<file path="src/rtl/zion_basic_circuit_lib_clr_rsn_pipe_pkg.sv">
`default_nettype none
// +--------------------------------------------------------------------------+
// | zion_basic_circuit_lib_clr_rsn_pipe_pkg                                  |
// | Shared helpers and macros for the clear/reset handshaked pipeline.       |
// | Rev 1.0                                                                  |
// +--------------------------------------------------------------------------+
`ifndef ZION_BASIC_CIRCUIT_LIB_CLR_RSN_PIPE_PKG_MACROS
`define ZION_BASIC_CIRCUIT_LIB_CLR_RSN_PIPE_PKG_MACROS

`ifdef CHECK_ERR_EXIT
`define ZION_CLR_RSN_PIPE_PARAM_ERR(msg_) $fatal(1, msg_);
`else
`define ZION_CLR_RSN_PIPE_PARAM_ERR(msg_) $error(msg_);
`endif

`define ZION_BASIC_CIRCUIT_LIB_CLR_RSN_PIPE(uname_, depth_, clk_, rst_, clr_, ivld_, ordy_, idat_, ovld_, irdy_, odat_, ocnt_) \
    initial begin \
        if ($bits(idat_) != $bits(odat_)) begin \
            `ZION_CLR_RSN_PIPE_PARAM_ERR("clr_rsn_pipe: iDat/oDat width mismatch") \
        end \
    end \
    zion_basic_circuit_lib_clr_rsn_pipe #( \
        .WIDTH ($bits(idat_)), \
        .DEPTH (depth_) \
    ) uname_ ( \
        .clk  (clk_), \
        .rst  (rst_), \
        .iClr (clr_), \
        .iVld (ivld_), \
        .oRdy (ordy_), \
        .iDat (idat_), \
        .oVld (ovld_), \
        .iRdy (irdy_), \
        .oDat (odat_), \
        .oCnt (ocnt_) \
    );

`endif

package zion_basic_circuit_lib_clr_rsn_pipe_pkg;

    // Bits needed to hold values 0..n-1, never less than one.
    function automatic int clog2_f(input int n);
        int r;
        r = 0;
        while ((1 << r) < n) r++;
        return (r < 1) ? 1 : r;
    endfunction

endpackage
`default_nettype wire

</file>
<file path="src/rtl/zion_basic_circuit_lib_clr_rsn_pipe_stage.sv">
`default_nettype none
// +--------------------------------------------------------------------------+
// | zion_basic_circuit_lib_clr_rsn_pipe_stage                                |
// | One valid/data register pair with load enable, flush and init value.     |
// | Rev 1.0                                                                  |
// +--------------------------------------------------------------------------+
module zion_basic_circuit_lib_clr_rsn_pipe_stage #(
    parameter int               WIDTH    = 8,
    parameter logic [WIDTH-1:0] INI_DATA = '0
) (
    input  logic             clk,
    input  logic             rst,
    input  logic             clr_i,
    input  logic             ld_i,
    input  logic             vld_i,
    input  logic [WIDTH-1:0] dat_i,
    output logic             vld_o,
    output logic [WIDTH-1:0] dat_o
);

    logic             vld_q, vld_d;
    logic [WIDTH-1:0] dat_q, dat_d;

    // Data only captures real beats so bubbles do not toggle the register.
    always_comb begin
        vld_d = vld_q;
        dat_d = dat_q;
        if (clr_i) begin
            vld_d = 1'b0;
            dat_d = INI_DATA;
        end else if (ld_i) begin
            vld_d = vld_i;
            if (vld_i) begin
                dat_d = dat_i;
            end
        end
    end

    always_ff @(posedge clk) begin
        if (!rst) begin
            vld_q <= 1'b0;
            dat_q <= INI_DATA;
        end else begin
            vld_q <= vld_d;
            dat_q <= dat_d;
        end
    end

    assign vld_o = vld_q;
    assign dat_o = dat_q;

endmodule
`default_nettype wire

</file>
<file path="src/rtl/zion_basic_circuit_lib_clr_rsn_pipe.sv">
`default_nettype none
// +--------------------------------------------------------------------------+
// | zion_basic_circuit_lib_clr_rsn_pipe                                      |
// | DEPTH-stage valid/ready pipeline with bubble collapse and sync flush.    |
// | Rev 1.0                                                                  |
// +--------------------------------------------------------------------------+
module zion_basic_circuit_lib_clr_rsn_pipe
    import zion_basic_circuit_lib_clr_rsn_pipe_pkg::*;
#(
    parameter int               WIDTH     = 8,
    parameter int               DEPTH     = 2,
    parameter logic [WIDTH-1:0] INI_DATA  = '0,
    parameter int               CNT_WIDTH = clog2_f(DEPTH + 1)
) (
    input  logic                 clk,
    input  logic                 rst,
    input  logic                 iClr,
    input  logic                 iVld,
    output logic                 oRdy,
    input  logic [WIDTH-1:0]     iDat,
    output logic                 oVld,
    input  logic                 iRdy,
    output logic [WIDTH-1:0]     oDat,
    output logic [CNT_WIDTH-1:0] oCnt
);

    if ((DEPTH < 1) || ($bits(INI_DATA) > WIDTH)) begin : g_param_err
        `ZION_CLR_RSN_PIPE_PARAM_ERR("clr_rsn_pipe: illegal DEPTH or INI_DATA width")
    end

    logic [DEPTH-1:0] rdy_w;
    logic [DEPTH-1:0] vld_q;
    logic [WIDTH-1:0] dat_q [DEPTH];
    logic             in_fire_w;
    logic             out_fire_w;
    logic [CNT_WIDTH-1:0] cnt_q, cnt_d;

    genvar k;
    for (k = 0; k < DEPTH; k++) begin : g_stage
        logic             vld_in_w;
        logic [WIDTH-1:0] dat_in_w;

        // Unrolled ready chain: a stage can load when the sink is ready or any
        // stage from here to the output is empty.
        assign rdy_w[k] = iRdy | ~(&vld_q[DEPTH-1:k]);

        if (k == 0) begin : g_head
            assign vld_in_w = iVld;
            assign dat_in_w = iDat;
        end else begin : g_body
            assign vld_in_w = vld_q[k-1];
            assign dat_in_w = dat_q[k-1];
        end

        zion_basic_circuit_lib_clr_rsn_pipe_stage #(
            .WIDTH    (WIDTH),
            .INI_DATA (INI_DATA)
        ) u_stage (
            .clk   (clk),
            .rst   (rst),
            .clr_i (iClr),
            .ld_i  (rdy_w[k]),
            .vld_i (vld_in_w),
            .dat_i (dat_in_w),
            .vld_o (vld_q[k]),
            .dat_o (dat_q[k])
        );
    end

    assign oRdy       = rdy_w[0] & ~iClr;
    assign oVld       = vld_q[DEPTH-1] & ~iClr;
    assign oDat       = dat_q[DEPTH-1];
    assign in_fire_w  = iVld & oRdy;
    assign out_fire_w = oVld & iRdy;

    always_comb begin
        cnt_d = cnt_q;
        if (in_fire_w && !out_fire_w) begin
            cnt_d = cnt_q + CNT_WIDTH'(1);
        end else if (!in_fire_w && out_fire_w) begin
            cnt_d = cnt_q - CNT_WIDTH'(1);
        end
    end

    always_ff @(posedge clk) begin
        if (!rst || iClr) begin
            cnt_q <= '0;
        end else begin
            cnt_q <= cnt_d;
        end
    end

    assign oCnt = cnt_q;

endmodule
`default_nettype wire

</file>
<file path="config.mk">
export PLATFORM = sky130hd
export DESIGN_NAME = zion_basic_circuit_lib_clr_rsn_pipe
export DESIGN_NICKNAME = d
export VERILOG_FILES = /design/src/rtl/zion_basic_circuit_lib_clr_rsn_pipe_pkg.sv /design/src/rtl/zion_basic_circuit_lib_clr_rsn_pipe_stage.sv /design/src/rtl/zion_basic_circuit_lib_clr_rsn_pipe.sv
export SDC_FILE = /design/constraint.sdc
export NUM_CORES = 1
export LEC_CHECK = 0
export BUFFER_PORTS_ARGS = -buffer_cell sky130_fd_sc_hd__buf_2
export CAP_MARGIN = 15
export CORE_ASPECT_RATIO = 1.4
export CORE_MARGIN = 10
export CORE_UTILIZATION = 35
export DETAILED_ROUTE_END_ITERATION = 7
export PLACE_DENSITY = 0.57
export SYNTH_ARGS = -nofsm -noshare
export SYNTH_HDL_FRONTEND = slang
export SYNTH_SLANG_ARGS = --single-unit
</file>
<file path="constraint.sdc">
create_clock -name clk -period 1.7 [get_ports clk]
set_input_delay 0.255 -clock clk [delete_from_list [all_inputs] [get_ports clk]]
set_output_delay 0.255 -clock clk [all_outputs]
set_load 0.02 [all_outputs]
</file>
==> results.py <==
metrics = {
    "floorplanning": {
        "die_area_um2": 4900,
        "io_pins": 25,
        "core-area_um2": 2390,
        "rows": 21,
        "initial_utilization_pct": 36.3,
        "die_h_um": 78.9,
        "die_w_um": 62.1,
    },
    "clock_network": {
        "clock_latency_ns": 0.29,
        "clk_pin_slew_ns": 0.11,
        "cts_sinks": 20,
        "cts_resized": 0,
        "htree_num_levels": 1,
        "cts_tree": "yes",
        "cts-root-buf": "clkbuf_4",
        "cts_made_buffers": 3,
        "cts_buffer_depth": 2,
        "cts_hold_buf": 0,
        "post-cts-setup-buffers": 0,
    },
    "global_route": {
        "grt_use_total_pct": 8.29,
        "grt_first_pass_wirelength_um": 3200,
        "grt-ovfl-total": 0,
        "antenna_found_initial": 0,
        "grt_max_degree": 21,
        "grt_pass1_vias": 736,
    },
    "synth": {
        "ys_ff_latch": 20,
        "synth_top_cell_area_share_pct": 46.2,
        "synth_cell_type_count": 21,
        "ys.warnings.count": 0,
        "syn_avg_cell_area_um2": 9.22,
        "synth_area_um2": 867,
        "netlist_top_cells_area": "dfxtp_1 46%, nand3_1 9.2%, a21oi_2 9.1%, o21ai_2 8.1%, a21oi_1 5.8%",
        "synth_seq_area_share_pct": 46.2,
        "netlist_instances": 94,
        "synth_top_area_cell": "dfxtp_1",
        "synth_nets": 108,
    },
    "route": {
        "wl_met2_um": 915,
        "dr_wl_met3_um": 159,
        "met1_length_um": 835,
        "drc_errors": 0,
        "drt_iter0_drc": 25,
        "wl_per_cell_um": 12.4,
        "ant_nets": 0,
        "num_vias": 750,
        "viasPerCell": 4.84,
        "firstDrtPassIters": 4,
        "drt_wl_total_um": 1920,
        "dr.max_layer_used": "met4",
    },
    "layout": {
        "syn_to_final_growth_pct": 23.4,
        "multi_input_area_um2": 425,
        "layout-drive-gt1-share_pct": 44.6,
        "regArea_um2": 400,
        "layout.nets": 136,
        "fillers": 263,
        "antenna_cells": 0,
        "layout_common_cells": "24 x buf_2, 20 x dfxtp_1, 16 x nand3_1, 10 x a21oi_1, 9 x a21oi_2",
        "final_common_cell": "buf_2",
        "final_cells": 155,
    },
    "power": {
        "irDropWorstVdd_uv": 519,
        "p_seq_share_pct": 57.6,
        "p_int_w": 0.000644,
        "power.density_nw_per_um2": 787,
        "power_frac_comb_pct": 10.1,
        "total_power_w": 0.000842,
        "switching_power_w": 0.000198,
        "p_clk_share_pct": 32.3,
        "swShare_pct": 23.5,
        "power.leakage_nw": 0.424,
    },
    "worst_setup_path": {
        "cp-startpoint": "g_stage[1].u_stage.vld_o",
        "crit_type": "flop to flop",
        "reg2reg_depth": 5,
        "cp-end-kind": "flop",
        "worst_r2r_startpoint": "g_stage[1].u_stage.vld_o",
        "cpPeakStageDelay_ns": 0.40,
        "critical_path.max_fanout": 5,
        "r2r_slack_ns": 0.12,
        "crit_path_start_kind": "flop",
        "cpMaxStageDelayCell": "or3_1",
        "cp_num_cells": 5,
        "cp.required_ns": 1.94,
        "crit_end": "oCnt[1]",
        "path_cells": "and3b_1, nor3_1, ha_1, or3_1, a21oi_2",
        "critical-path-top-delay-family": "simple AND/OR/NAND/NOR gates",
        "r2r_end": "oCnt[1]",
        "critPathBufInv": 0,
        "arrival_ns": 1.81,
    },
    "timing": {
        "worst_pin_slew_ns": 0.313,
        "slew_headroom_pct": 79.1,
        "post-route-period-util_pct": 92.7,
        "fmax_ghz": 0.635,
        "rsz0062_at_grt": "no",
        "finalHoldViolCount": 0,
        "tns_ns": 0,
        "setup_viol": 0,
        "period_minus_slack_ns": 1.58,
        "fin_worst_skew_ns": 0.00159,
        "finalMaxSlewViolations": 0,
    },
    "place": {
        "io_buffers": 24,
        "dp.cells": 151,
        "dp_hpwl_um": 1480,
        "gp_congestion": 0.745,
    },
    "job": {
        "drv_cap": 0,
    },
    "worst_hold_path": {
        "min_path_type": "primary input to flop",
    },
    "status": {
        "status": "finished, final reports clean",
    },
}
worst register-to-register path, stage by stage (launching register included):
cell and delay (ns):
dfxtp_1 0.36, and3b_1 0.19, nor3_1 0.15, ha_1 0.29
or3_1 0.40, a21oi_2 0.14
kinds of logic after synthesis:
group,Yosys count,synth area share (%)
buffers and inverters,8,5.05
xor gates and xnor gates,2,2.02
DFF,20,46.2
and+or+nand+nor,27,17.2
adders and majority gates,1,1.44
AOI/OAI and AO/OA,36,28.1
registers in the layout (all words and copies together) (netlist names):
name,cells
g_stage.u_stage.dat_o,16
g_stage.u_stage.vld_o,2
oCnt,2
power groups by stage:
stage | registers, W | logic (W) | clock network [W]
3_5_place_dp | 0.000496 | 0.0000863 | 0
4_1_cts | 0.000485 | 0.0000865 | 0.000284
6_report | 0.000485 | 0.0000853 | 0.000272
2_1_floorplan | 0.000497 | 0.0000521 | 0
3_3_place_gp | 0.000495 | 0.0000847 | 0
5_1_grt | 0.000486 | 0.0000946 | 0.000297
synth_stat cells, drive strengths merged:
cell type  number
buf             6
nor2            2
xor2            2
nand3b          1
dfxtp          20
and2b           1
a21oi          19
nor3            1
ha              1
o21ai          17
nand3          16
inv             2
nor2b           1
and3b           1
nand2b          2
nand2           1
or3             1
worst min path at each step:
| stage | startpoint | to | slack, ns | cells past startpoint |
|---|---|---|---|---|
| 2_1_floorplan | iDat[0] | g_stage[0].u_stage.dat_o[0] | 0.41 | 2 |
| 6_report | iDat[2] | g_stage[0].u_stage.dat_o[2] | 0.20 | 3 |
| 3_5_place_dp | g_stage[0].u_stage.dat_o[5] | g_stage[0].u_stage.dat_o[5] | 0.46 | 2 |
| 5_1_grt | iDat[2] | g_stage[0].u_stage.dat_o[2] | 0.20 | 3 |
| 3_3_place_gp | g_stage[0].u_stage.dat_o[1] | g_stage[0].u_stage.dat_o[1] | 0.45 | 2 |
| 4_1_cts | iDat[2] | g_stage[0].u_stage.dat_o[2] | 0.19 | 3 |
layout make-up:
class                      count  share of cell area [%]
sequential                    20                    37.4
multi-input combinational     66                    39.8
tap                           34                    3.98
clock buffer                   4                    3.39
inverter                       2                   0.702
timing repair buffer          29                    14.7
per-stage QoR:
step	cell area, µm²	hold slack, ns	worst slack [ns]	utilization [%]
after detailed placement	1030	0.457	0.128	43.2
after floorplan	870	0.411	0.0792	-
after global routing	1070	0.198	0.0183	44.7
final	1070	0.202	0.124	44.7
after CTS	1070	0.189	0.102	44.7
after global placement	1030	0.454	0.146	43.2
layer usage:
metal  up-vias  GRT usage [%]
li1        394              -
met1       335           9.37
met2        19           13.2
met3         2           3.50
met4         0           3.36
met5         -              0
Note: power is estimated with default switching activity, not from simulation.
